$ cat src/rtl/rgb2yuv_pkg.sv
// Shared definitions for the RGB->YUV converter: BT.601/BT.709 coefficients
// (8 fractional bits), fixed-point scaling constants and the mode enum.
package rgb2yuv_pkg;

    typedef enum logic {
        MODE_601 = 1'b0,
        MODE_709 = 1'b1
    } mode_e;

    localparam int FRAC_BITS = 8;
    localparam int ROUND_K   = 1 << (FRAC_BITS - 1);
    localparam int COEF_W    = 9;
    localparam int NCOEF     = 9;

    typedef logic signed [COEF_W-1:0] coef_t;

    localparam coef_t C601_YR =  9'sd77;
    localparam coef_t C601_YG =  9'sd150;
    localparam coef_t C601_YB =  9'sd29;
    localparam coef_t C601_UR = -9'sd43;
    localparam coef_t C601_UG = -9'sd85;
    localparam coef_t C601_UB =  9'sd128;
    localparam coef_t C601_VR =  9'sd128;
    localparam coef_t C601_VG = -9'sd107;
    localparam coef_t C601_VB = -9'sd21;

    localparam coef_t C709_YR =  9'sd54;
    localparam coef_t C709_YG =  9'sd183;
    localparam coef_t C709_YB =  9'sd19;
    localparam coef_t C709_UR = -9'sd29;
    localparam coef_t C709_UG = -9'sd99;
    localparam coef_t C709_UB =  9'sd128;
    localparam coef_t C709_VR =  9'sd128;
    localparam coef_t C709_VG = -9'sd116;
    localparam coef_t C709_VB = -9'sd12;

    // Index order: 0..2 = Y(R,G,B), 3..5 = U(R,G,B), 6..8 = V(R,G,B).
    function automatic coef_t coef_sel(input mode_e mode, input int idx);
        coef_t c;
        c = '0;
        if (mode == MODE_709) begin
            case (idx)
                0: c = C709_YR;
                1: c = C709_YG;
                2: c = C709_YB;
                3: c = C709_UR;
                4: c = C709_UG;
                5: c = C709_UB;
                6: c = C709_VR;
                7: c = C709_VG;
                8: c = C709_VB;
                default: c = '0;
            endcase
        end else begin
            case (idx)
                0: c = C601_YR;
                1: c = C601_YG;
                2: c = C601_YB;
                3: c = C601_UR;
                4: c = C601_UG;
                5: c = C601_UB;
                6: c = C601_VR;
                7: c = C601_VG;
                8: c = C601_VB;
                default: c = '0;
            endcase
        end
        return c;
    endfunction

endpackage

$ cat src/rtl/rgb2yuv_frame_ctrl.sv
// Frame controller: arms on start, admits exactly NPIX pixels, then waits for
// NPIX output transfers and pulses done on the last one.
module rgb2yuv_frame_ctrl #(
    parameter int NPIX = 64
) (
    input  logic clk,
    input  logic rst_n,
    input  logic start,
    input  logic in_fire,
    input  logic out_fire,
    output logic accept_en,
    output logic done
);

    localparam int CW = (NPIX > 1) ? $clog2(NPIX) : 1;
    localparam logic [CW-1:0] LAST = CW'(NPIX - 1);

    typedef enum logic [1:0] {
        IDLE  = 2'd0,
        RUN   = 2'd1,
        FLUSH = 2'd2
    } state_e;

    state_e state_q, state_d;
    logic [CW-1:0] in_cnt_q, in_cnt_d;
    logic [CW-1:0] out_cnt_q, out_cnt_d;

    always_ff @(posedge clk or negedge rst_n) begin
        if (!rst_n) begin
            state_q   <= IDLE;
            in_cnt_q  <= '0;
            out_cnt_q <= '0;
        end else begin
            state_q   <= state_d;
            in_cnt_q  <= in_cnt_d;
            out_cnt_q <= out_cnt_d;
        end
    end

    always_comb begin
        state_d   = state_q;
        in_cnt_d  = in_cnt_q;
        out_cnt_d = out_cnt_q;
        accept_en = 1'b0;
        done      = 1'b0;
        case (state_q)
            IDLE: begin
                if (start) begin
                    state_d = RUN;
                end
            end
            RUN: begin
                accept_en = 1'b1;
                if (in_fire) begin
                    if (in_cnt_q == LAST) begin
                        in_cnt_d = '0;
                        state_d  = FLUSH;
                    end else begin
                        in_cnt_d = in_cnt_q + CW'(1);
                    end
                end
                // Early pixels can leave the pipe while later ones still enter.
                if (out_fire) begin
                    out_cnt_d = out_cnt_q + CW'(1);
                end
            end
            FLUSH: begin
                if (out_fire) begin
                    if (out_cnt_q == LAST) begin
                        out_cnt_d = '0;
                        done      = 1'b1;
                        state_d   = IDLE;
                    end else begin
                        out_cnt_d = out_cnt_q + CW'(1);
                    end
                end
            end
            default: state_d = IDLE;
        endcase
    end

endmodule

$ cat src/rtl/rgb2yuv_pipe.sv
// Three-stage streaming RGB->YUV converter with valid/ready on both sides.
// Define RGB2YUV_FRAME_EN to add start/done ports and the NPIX frame controller.
module rgb2yuv_pipe
    import rgb2yuv_pkg::*;
#(
    parameter int DW   = 9,
    parameter int NPIX = 64
) (
    input  logic          clk,
    input  logic          rst_n,
    input  logic          in_valid,
    output logic          in_ready,
    input  logic          in_mode,
    input  logic [DW-1:0] inportR,
    input  logic [DW-1:0] inportG,
    input  logic [DW-1:0] inportB,
    output logic          out_valid,
    input  logic          out_ready,
    output logic [DW-1:0] outportY,
    output logic [DW-1:0] outportU,
    output logic [DW-1:0] outportV
`ifdef RGB2YUV_FRAME_EN
    ,
    input  logic          start,
    output logic          done
`endif
);

    localparam int PW = DW + 10;
    localparam int SW = DW + 12;
    localparam logic signed [SW-1:0] RND_S  = SW'(ROUND_K);
    localparam logic signed [SW-1:0] HALF_S = SW'(1 << (DW - 1));
    localparam logic signed [SW-1:0] MAX_S  = SW'((1 << DW) - 1);

    logic en;
    logic in_fire;
    logic accept_en;

    logic s1_valid_q, s1_valid_d;
    logic s2_valid_q, s2_valid_d;
    logic s3_valid_q, s3_valid_d;

    logic [DW-1:0]        comp   [3];
    coef_t                coef_c [NCOEF];
    logic signed [PW-1:0] prod_d [NCOEF];
    logic signed [PW-1:0] prod_q [NCOEF];
    logic signed [SW-1:0] sum_d  [3];
    logic signed [SW-1:0] sum_q  [3];
    logic signed [SW-1:0] rnd_c  [3];
    logic signed [SW-1:0] shf_c  [3];
    logic [DW-1:0]        res_d  [3];
    logic [DW-1:0]        res_q  [3];

    function automatic logic signed [SW-1:0] sx(input logic signed [PW-1:0] p);
        return {{(SW-PW){p[PW-1]}}, p};
    endfunction

    // Whole pipe moves in lockstep; it only stalls when S3 holds an unaccepted pixel.
    assign en       = !s3_valid_q || out_ready;
    assign in_ready = en && accept_en;
    assign in_fire  = in_valid && in_ready;

    assign comp[0] = inportR;
    assign comp[1] = inportG;
    assign comp[2] = inportB;

`ifdef RGB2YUV_FRAME_EN
    logic out_fire;
    assign out_fire = out_valid && out_ready;

    rgb2yuv_frame_ctrl #(
        .NPIX(NPIX)
    ) u_frame_ctrl (
        .clk      (clk),
        .rst_n    (rst_n),
        .start    (start),
        .in_fire  (in_fire),
        .out_fire (out_fire),
        .accept_en(accept_en),
        .done     (done)
    );
`else
    assign accept_en = 1'b1;

    // NPIX only matters for the frame controller; free-running builds ignore it.
    if (NPIX < 1) begin : g_npix_unused
    end
`endif

    // S1: mode chosen at the input transfer is baked into the registered products.
    always_comb begin
        for (int i = 0; i < NCOEF; i++) begin
            coef_c[i] = coef_sel(mode_e'(in_mode), i);
            prod_d[i] = $signed({{(PW-DW){1'b0}}, comp[i % 3]})
                      * $signed({{(PW-COEF_W){coef_c[i][COEF_W-1]}}, coef_c[i]});
        end
    end

    always_comb begin
        for (int k = 0; k < 3; k++) begin
            sum_d[k] = sx(prod_q[3*k]) + sx(prod_q[3*k+1]) + sx(prod_q[3*k+2]);
        end
    end

    // S3: round-half-up via +128 and floor shift, chroma offset, then saturate.
    always_comb begin
        for (int k = 0; k < 3; k++) begin
            rnd_c[k] = sum_q[k] + RND_S;
            shf_c[k] = rnd_c[k] >>> FRAC_BITS;
            if (k != 0) begin
                shf_c[k] = shf_c[k] + HALF_S;
            end
            if (shf_c[k] < 0) begin
                res_d[k] = '0;
            end else if (shf_c[k] > MAX_S) begin
                res_d[k] = {DW{1'b1}};
            end else begin
                res_d[k] = shf_c[k][DW-1:0];
            end
        end
    end

    always_comb begin
        s1_valid_d = s1_valid_q;
        s2_valid_d = s2_valid_q;
        s3_valid_d = s3_valid_q;
        if (en) begin
            s1_valid_d = in_fire;
            s2_valid_d = s1_valid_q;
            s3_valid_d = s2_valid_q;
        end
    end

    always_ff @(posedge clk or negedge rst_n) begin
        if (!rst_n) begin
            s1_valid_q <= 1'b0;
            s2_valid_q <= 1'b0;
            s3_valid_q <= 1'b0;
        end else begin
            s1_valid_q <= s1_valid_d;
            s2_valid_q <= s2_valid_d;
            s3_valid_q <= s3_valid_d;
        end
    end

    always_ff @(posedge clk or negedge rst_n) begin
        if (!rst_n) begin
            for (int i = 0; i < NCOEF; i++) begin
                prod_q[i] <= '0;
            end
            for (int k = 0; k < 3; k++) begin
                sum_q[k] <= '0;
                res_q[k] <= '0;
            end
        end else if (en) begin
            for (int i = 0; i < NCOEF; i++) begin
                prod_q[i] <= prod_d[i];
            end
            for (int k = 0; k < 3; k++) begin
                sum_q[k] <= sum_d[k];
                res_q[k] <= res_d[k];
            end
        end
    end

    assign out_valid = s3_valid_q;
    assign outportY  = res_q[0];
    assign outportU  = res_q[1];
    assign outportV  = res_q[2];

endmodule

$ cat config.mk
export PLATFORM = sky130hd
export DESIGN_NAME = rgb2yuv_pipe
export DESIGN_NICKNAME = d
export VERILOG_FILES = /design/src/rtl/rgb2yuv_pkg.sv /design/src/rtl/rgb2yuv_frame_ctrl.sv /design/src/rtl/rgb2yuv_pipe.sv
export SDC_FILE = /design/constraint.sdc
export NUM_CORES = 1
export LEC_CHECK = 0
export ABC_AREA = 1
export BUFFER_PORTS_ARGS = -buffer_cell sky130_fd_sc_hd__buf_2
export CAP_MARGIN = 40
export CORE_MARGIN = 1.5
export CORE_UTILIZATION = 39
export DETAILED_ROUTE_END_ITERATION = 7
export GPL_TIMING_DRIVEN = 0
export PLACE_DENSITY_LB_ADDON = 0.2
export SYNTH_ARGS = -nofsm -noshare
export SYNTH_HDL_FRONTEND = slang
export SYNTH_SLANG_ARGS = --single-unit
$ cat constraint.sdc
create_clock -name clk -period 2.3 [get_ports clk]
set_clock_uncertainty 0.1 [all_clocks]
set_input_delay 0.23 -clock clk [delete_from_list [all_inputs] [get_ports clk]]
set_output_delay 0.23 -clock clk [all_outputs]
set_load 0.02 [all_outputs]
==> reports/summary.txt, run 1 <==
status: finished, violations left
failing checks: setup timing
clk_lat worst skew: 0.57 ns
H-tree depth: 1
initial drt markers: 1298
placed cells: 3899
top cells by count, synth: nand2_1 (724), inv_1 (535), ha_1 (370)
area grow syn2layout: 43.27%
num ports: 61
DIE AREA: 62900 um2
CP Capture Type: flip-flop
Seq/Total Area, Yosys: 0.2205
Worst Setup SP: in_mode
fin util: 0.5674
most used cell, CP: buf_6
Synth Register Bits: 211
Initial Util: 0.3960
RSZ-0062 raised after global routing: yes
most area-consuming cells after synthesis: dfrtp_1 (22%), ha_1 (19%), fa_1 (16%)
yosys warns: 0
antenna viol nets, final: 0
dpl hpwl: 65.38 mm
number of nets in the layout: 4008
Critical R2R Launch: sum_q[8]$_DFFE_PN0N_
non-filler cells, final: 4215
final hold vios: 0
setup ws final: -1.554 ns
Die Width: 250.8 um
Yosys cell types: 51
CTS root buffer: clkbuf_16
vias per inst: 5.274
global route overflow: 0
syn_area_per_cell: 7.895 um2
DRT Pass-1 Iters: 7
Max Cap Viol: 0
CTS sink cnt: 211
Period minus WS final: 3.854 ns
vias in the first global route: 22370
cells after synthesis: 3033
CTS tree: built
Rows: 90
initial antenna violation count: 0
Met3 Routed Length: 3.688 mm
most common cell in the synthesized netlist: nand2_1
family with the most delay on the worst path: adder cells
pin count of the biggest net entering global routing: 94
clk buf depth: 3
ratio of final minimum period to clock period: 1.676
first-pass GRT wire length: 128.6 mm
fmax: 259.5 MHz
M1 WL: 37.16 mm
Port-buffer cells: 59
Slew Viols, Final: 0
CP arrival: 4.26 ns
largest area contributor in the netlist: dfrtp_1
reg2reg end: outportV[5]$_DFFE_PN0N_
met2 WL: 41.46 mm
Final setup viols: 137
Clock Pin Slew Worst Setup and Hold Paths: 0.06 ns
FF-to-FF setup slack: -0.27 ns
Post-Route WL: 86.31 mm
DR top layer: met4
crit path launch type: input port
fraction of registers with async set/reset: 1.000
CP max FO: 6
HP Class: input port to flip-flop
vias: 22230
Die H: 250.8 um
layout cell share with drive strength beyond 1: 0.3659
total CTS buffers: 28
number of cells on the critical path: 26
Yosys top cell area share: 0.2205
Worst Path Buf+Inv: 12
Post-synth EDFFs: 0
Core Region: 60470 um2
synthesized area: 23950 um2
pre-CTS setup slack: -2.515 ns
CP max stage cell: fa_1
Placer Congestion: 0.9446
Top FF cell, synth: dfrtp_1
CP max stage delay: 0.50 ns
drt drc: 0
# diodes: 0
Worst-Margin Slew: 0.9772 ns
Total GRT Usage: 0.2655
Max-slew headroom: 0.3485
DR WL/cell: 20.48 um
CP required: 2.70 ns
worst reg2reg path depth: 17
CP endpoint: prod_q[34]$_DFFE_PN0N_
Crit Path Class: input port to flip-flop
post-route setup TNS: -113.20 ns
worst min-delay path, stage by stage:
cell and delay [ns]:
buf_2 0.15, inv_2 0.15, o21ai_0 0.11
worst min-delay path by stage:
stage                                      start                endpoint  slack [ns]  cells past startpoint
after floorplan                            rst_n   out_valid$_DFFE_PN0N_       -0.17                      0
after global routing                  inportB[7]  prod_q[71]$_DFFE_PN0N_       0.007                      3
after global placement    s2_valid_q$_DFFE_PN0N_   out_valid$_DFFE_PN0N_        0.33                      2
after detailed placement                   rst_n   sum_q[19]$_DFFE_PN0N_         0.1                      1
final                                 inportB[7]  prod_q[71]$_DFFE_PN0N_        0.02                      3
after CTS                             inportB[4]  prod_q[68]$_DFFE_PN0N_        0.02                      3
routing by layer:
metal	track usage	vias up
met3	0.02133	166
met2	0.4530	598
met1	0.3503	11020
met5	0	-
met4	0.1023	0
li1	-	10450
placed cells by master, fill, tap and decap left out, types with 44 or more instances in the layout:
cell type / netlist / layout
a21oi_1: 135 / 46
a21oi_2: 2 / 53
buf_2: 0 / 44
buf_4: 1 / 180
buf_6: 2 / 82
clkbuf_1: 63 / 49
dfrtp_1: 211 / 183
fa_1: 193 / 167
ha_1: 370 / 235
ha_4: 0 / 125
inv_1: 535 / 436
inv_2: 3 / 79
nand2_1: 724 / 577
nand2_2: 10 / 100
nand2_4: 1 / 49
nand3_1: 151 / 82
nand3_2: 3 / 60
nand4_1: 46 / 46
nor2_1: 183 / 113
nor2_4: 6 / 54
o21ai_0: 171 / 45
o21ai_1: 2 / 72
o21ai_2: 1 / 44
kinds of logic (layout without fill, tap and decap cells):
family	Yosys count	after routing	share of synthesized area
AND/OR/NAND/NOR	1188	1189	0.2105
buffers and inverters	609	995	0.09750
adder cells (fa/ha/maj)	563	563	0.3547
AO/OA/AOI/OAI	397	398	0.09238
flip-flops	211	211	0.2205
XOR/XNOR	63	63	0.02414
other	2	14	0.0003136
registers in the layout, indices dropped and copies added, names as in the netlist:
signal      flops
out_valid       1
outportU        9
outportV        9
outportY        9
prod_q        141
s1_valid_q      1
s2_valid_q      1
sum_q          40
layout make-up:
class / instances / area (um2)
Fill cell: 5208 / 26160
Multi-Input combinational cell: 2227 / 21400
Sequential cell: 211 / 5315
Timing Repair Buffer: 339 / 3032
Inverter: 538 / 2102
Tap cell: 782 / 978.4
Clock buffer: 37 / 814.5
Buffer: 68 / 470.5
Clock inverter: 13 / 195.2
metrics by stage:
step	cell area (um2)	hold slack (ns)
floorplan	24660	-0.1656
global placement	25930	0.3323
detailed placement	26150	0.09956
CTS	31680	0.01603
global route	34310	0.007211
finish	34310	0.02372
repair_timing:
| action | 4_1_cts | 5_1_grt |
|---|---|---|
| setup buffers | 158 | 115 |
| hold endpoints to repair | 127 | 1 |
| pin swaps | 285 | 389 |
| hold buffers | 8 | 1 |
| gates resized for setup | 734 | 462 |
| gates cloned | 5 | 1 |
| endpoints found under the setup margin | 159 | 155 |
Power of run 1 is not shown: default switching activity piles up to over one toggle a cycle in this logic, so the estimate is an artifact.
==> run 2, diff against run 1 <==
CAP_MARGIN = 20   (was 40)
clock period = 3.2 ns   (was 2.3 ns; I/O delays follow)
==> reports/summary.txt, run 2 (synthesis gave the netlist of run 1 again) <==
commonest non-fill, non-tap cells in the layout: nand2_1 (661), inv_1 (453), ha_1 (303)
worst reg2reg path depth: 9
CTS root buffer: clkbuf_16
family with the most delay on the worst path: adder cells
CP arrival: 4.38 ns
vias per inst: 5.223
Final Cell Area: 31020 um2
DIE AREA: 62900 um2
Placer Congestion: 0.9358
Die Width: 250.8 um
Crit Path Class: input port to flip-flop
biggest regs: prod_q x141, sum_q x40
Core Region: 60470 um2
clk_lat worst skew: 0.56 ns
final hold vios: 0
Max VDD drop: 0.0004495 V
Worst Path Buf+Inv: 9
CTS tree: built
DR WL/cell: 20.21 um
fmax: 250.2 MHz
register area: 5280 um2
CP required: 3.58 ns
Max-slew headroom: 0.1968
max FFs per register: 141
fillers: 5598
Power Density: 1102 nW/um2
number of nets in the layout: 3913
fin util: 0.5130
initial drt markers: 1346
hold depth: 3
initial antenna violation count: 0
Period minus WS final: 3.997 ns
first-pass GRT wire length: 126.7 mm
Total GRT Usage: 0.2633
Port-buffer cells: 59
multi-input logic area: 19020 um2
CTS sink cnt: 211
WHS: 0.06038 ns
CP Capture Type: flip-flop
hold endpoint: prod_q[95]$_DFFE_PN0N_
ratio of final minimum period to clock period: 1.249
total CTS buffers: 26
DRT Pass-1 Iters: 5
Max Cap Viol: 0
reg2reg end: sum_q[39]$_DFFE_PN0N_
layout cell share with drive strength beyond 1: 0.2334
Post-Route WL: 83.25 mm
CP cell instances: clkbuf_16 -> clkbuf_16 -> buf_12 -> nand2_8 -> inv_6 -> fa_1 -> fa_1 -> fa_1 -> inv_2 -> fa_1 -> inv_2 -> ha_4 -> inv_4 -> o21bai_4 -> a21oi_4 -> buf_6 -> buf_6 -> nand3b_1 -> nand2_1 -> nand2_1 -> a31oi_1
failing checks: setup timing
status: finished, violations left
global route overflow: 0
pre-CTS setup slack: -1.744 ns
Die H: 250.8 um
Critical R2R Launch: prod_q[110]$_DFFE_PN0N_
post-route setup TNS: -40.22 ns
leakage power: 0.01550 uW
Rows: 90
Initial Util: 0.3960
placed cell areas: 26080 um2
vias in the first global route: 21740
antenna viol nets, final: 0
min-delay src: inportR[0]
setup ws final: -0.7966 ns
HP Class: input port to flip-flop
Slew Viols, Final: 0
clk buf depth: 3
area grow syn2layout: 29.54%
num ports: 61
most used cell, CP: fa_1
RSZ-0062 raised after global routing: yes
vias: 21520
dpl hpwl: 65.41 mm
Biggest register: prod_q
H-tree depth: 1
CP max stage cell: fa_1
Clock Pin Slew Worst Setup and Hold Paths: 0.06 ns
CP max FO: 7
CP max stage delay: 0.60 ns
Worst-Margin Slew: 1.205 ns
Final setup viols: 80
# diodes: 0
crit path launch type: input port
FF-to-FF setup slack: 0.25 ns
pin count of the biggest net entering global routing: 110
most common cell after layout, fill and taps aside: nand2_1
drt drc: 0
## run 2: cell type report
class / instances / area share
Multi-Input combinational cell: 2225 / 0.6133
Clock buffer: 33 / 0.02347
Timing Repair Buffer: 246 / 0.07333
Buffer: 70 / 0.01496
Inverter: 538 / 0.06772
Tap cell: 782 / 0.03154
Clock inverter: 15 / 0.005485
Sequential cell: 211 / 0.1702
## run 2: layer usage
metal  vias to the layer above  global-route usage  routed length [um]
met1                     10640              0.3528               36810
met5                         -                   0                   0
met3                       139             0.02288                3702
li1                      10240                   -                   -
met4                         0             0.09333                3346
met2                       504              0.4453               39390
## run 2: how the worst max path moves through the flow
stage               slack, ns     from  cells after the start                 endpoint
detailed placement      -1.74  in_mode                     17  prod_q[165]$_DFFE_PN0N_
global placement        -2.10    rst_n                      1  prod_q[163]$_DFFE_PN0N_
floorplan               -1.01  in_mode                     21   prod_q[94]$_DFFE_PN0N_
finish                  -0.80  in_mode                     21  prod_q[112]$_DFFE_PN0N_
global route            -0.89  in_mode                     21  prod_q[112]$_DFFE_PN0N_
CTS                     -0.66  in_mode                     20  prod_q[113]$_DFFE_PN0N_
## run 2: repair_timing
action                                 CTS  global route
gates resized for setup                388           236
setup endpoints to repair               84            85
setup buffers                          113            77
gates cloned                             3             0
pin swaps                              189           172
hold buffers                             2             0
endpoints found under the hold margin  103             0
## run 2: power breakdown
group | leakage, uW | switching (uW) | internal, uW | total, uW
clock | 0.000430 | 1280 | 1860 | 3140
sequential | 0.00250 | 1270 | 3960 | 5230
combinational | 0.0126 | 15200 | 10600 | 25800
## run 2: worst reg2reg max path, stage by stage, from the launching register on
cell	delay [ns]
dfrtp_1	0.46
fa_1	0.53
ha_1	0.47
nand2_1	0.16
nor4_1	0.44
nand4_1	0.26
nand3_1	0.16
nand2_1	0.06
nand3_1	0.08
o21ai_0	0.10
## run 2: per-stage QoR
| step | instances | power [uW] |
|---|---|---|
| floorplan | 3045 | 19620 |
| global placement | 3886 | 25580 |
| detailed placement | 3894 | 25770 |
| CTS | 4059 | 32150 |
| global route | 4120 | 37070 |
| finish | 4120 | 34180 |
No activity file was read; power rests on OpenSTA's default activity.
==> run 3, diff against run 2 <==
CORE_UTILIZATION = 55   (was 39)
==> reports/summary.txt, run 3 (synthesis gave the netlist of run 1 again) <==
Initial Util: 0.5571
clk_lat worst skew: 0.53 ns
Clock Pin Slew Worst Setup and Hold Paths: 0.06 ns
leakage power: 0.01558 uW
Core Region: 42980 um2
area grow syn2layout: 30.52%
CP max stage cell: fa_1
Max-slew headroom: 0.2442
failing checks: setup timing
Worst-Margin Slew: 1.134 ns
commonest non-fill, non-tap cells in the layout: nand2_1 (638), inv_1 (431), ha_1 (293)
vias in the first global route: 22520
CTS tree: built
Worst Path Buf+Inv: 8
RSZ-0062 raised after global routing: yes
ratio of final minimum period to clock period: 1.278
layout cell share with drive strength beyond 1: 0.2603
num ports: 61
initial drt markers: 2126
multi-input logic area: 19490 um2
Slew Viols, Final: 0
DIE AREA: 44800 um2
CP max stage delay: 0.52 ns
family with the most delay on the worst path: adder cells
Die H: 211.7 um
Period minus WS final: 4.090 ns
CTS sink cnt: 211
CTS root buffer: clkbuf_16
DR WL/cell: 21.36 um
Placer Congestion: 1.037
fmax: 244.5 MHz
CP arrival: 4.38 ns
final hold vios: 0
Rows: 76
drt drc: 0
fillers: 3055
Final Cell Area: 31260 um2
biggest regs: prod_q x141, sum_q x40
H-tree depth: 1
global route overflow: 0
non-filler cells, final: 3932
number of nets in the layout: 3923
first-pass GRT wire length: 123.0 mm
Port-buffer cells: 59
crit path launch type: input port
Final setup viols: 82
most common cell after layout, fill and taps aside: nand2_1
pin count of the biggest net entering global routing: 111
DRT Pass-1 Iters: 8
Max Cap Viol: 0
Biggest register: prod_q
Power Density: 1124 nW/um2
CP required: 3.49 ns
Total GRT Usage: 0.3593
placed cells: 3691
antenna viol nets, final: 0
Post-Route WL: 84.00 mm
CP max FO: 5
dpl hpwl: 59.87 mm
Die Width: 211.7 um
placed cell areas: 25730 um2
post-route setup TNS: -43.29 ns
CP cell instances: clkbuf_16 -> clkbuf_16 -> clkbuf_16 -> nand2_8 -> inv_4 -> fa_1 -> inv_2 -> fa_1 -> inv_1 -> fa_1 -> inv_1 -> fa_1 -> inv_2 -> ha_4 -> a21oi_4 -> o21ai_2 -> a221oi_2 -> nand2_1 -> nand3_2 -> nand3_2
register area: 5280 um2
max FFs per register: 141
Crit Path Class: input port to flip-flop
CP Capture Type: flip-flop
status: finished, violations left
HP Class: input port to flip-flop
initial antenna violation count: 1
vias: 22570
clk buf depth: 3
setup ws final: -0.8897 ns
total CTS buffers: 25
vias per inst: 5.741
most used cell, CP: fa_1
Max VDD drop: 0.0007538 V
run 3: cell types whose count changed in the layout (fill, tap and decap cells not counted), moves of 10 or more:
cell / before / now
buf_6: 62 / 74
nand2_2: 45 / 58
nor2_1: 148 / 137
nand2_1: 661 / 638
o21ai_2: 23 / 34
inv_2: 65 / 87
inv_1: 453 / 431
ha_4: 58 / 70
ha_1: 303 / 293
o21ai_1: 54 / 44
nand2_4: 20 / 30
run 3: per-stage QoR:
stage,setup slack (ns),total power [uW],hold WS [ns],utilization
4_1_cts,-0.6976,31700,0.05753,0.6895
3_5_place_dp,-1.785,25200,0.2828,0.5987
2_1_floorplan,-1.010,19620,-0.07559,-
5_1_grt,-0.9568,37850,0.06725,0.7271
6_report,-0.8897,35120,0.08097,0.7272
3_3_place_gp,-1.743,24770,0.3343,0.5974
run 3: final cells by class:
cell class                 instances  share of cell area
antenna                            1          0.00008006
buffer                            71             0.01517
clock buffer                      38             0.02350
clock inverter                     7            0.003122
inverter                         538             0.06665
multi-input combinational       2225              0.6235
sequential                       211              0.1689
tap                              585             0.02342
timing repair buffer             256             0.07562
run 3: tightest hold or removal path, cell delays in order:
cell and delay, ns:
buf_2 0.19, nand2_1 0.11, nand2_1 0.05
run 3: power by group:
part	switching (uW)	internal, uW
clock network	1170	1740
logic	15900	11000
registers	1310	3960
total	18400	16700
run 3: path summary, 6_finish.rpt:
check / start / endpoint / slack, ns / cells past startpoint
setup / recovery: in_mode / prod_q[111]$_DFFE_PN0N_ / -0.89 / 20
hold / removal: inportR[0] / prod_q[95]$_DFFE_PN0N_ / 0.08 / 3
setup reg to reg: prod_q[65]$_DFFE_PN0N_ / sum_q[32]$_DFFE_PN0N_ / 0.35 / 10
hold reg to reg: s2_valid_q$_DFFE_PN0N_ / out_valid$_DFFE_PN0N_ / 0.36 / 2
max in group asynchronous: rst_n / prod_q[94]$_DFFE_PN0N_ / 1.75 / 3
min in group asynchronous: rst_n / prod_q[2]$_DFFE_PN0N_ / 0.27 / 2
run 3: repair_timing:
action | 4_1_cts | 5_1_grt
endpoints found under the setup margin | 86 | 85
endpoints found under the hold margin | 102 | 0
buffers inserted | 132 | 70
resized for setup | 470 | 281
pin swaps | 240 | 250
gates cloned | 3 | 0
hold buffers | 2 | 0
run 3: per-layer routing:
metal	track usage	wire (um)	vias up
li1	-	-	10290
met1	0.4583	32620	10840
met2	0.6039	39180	1110
met3	0.04539	6233	339
met4	0.1766	5963	0
met5	0	0	-
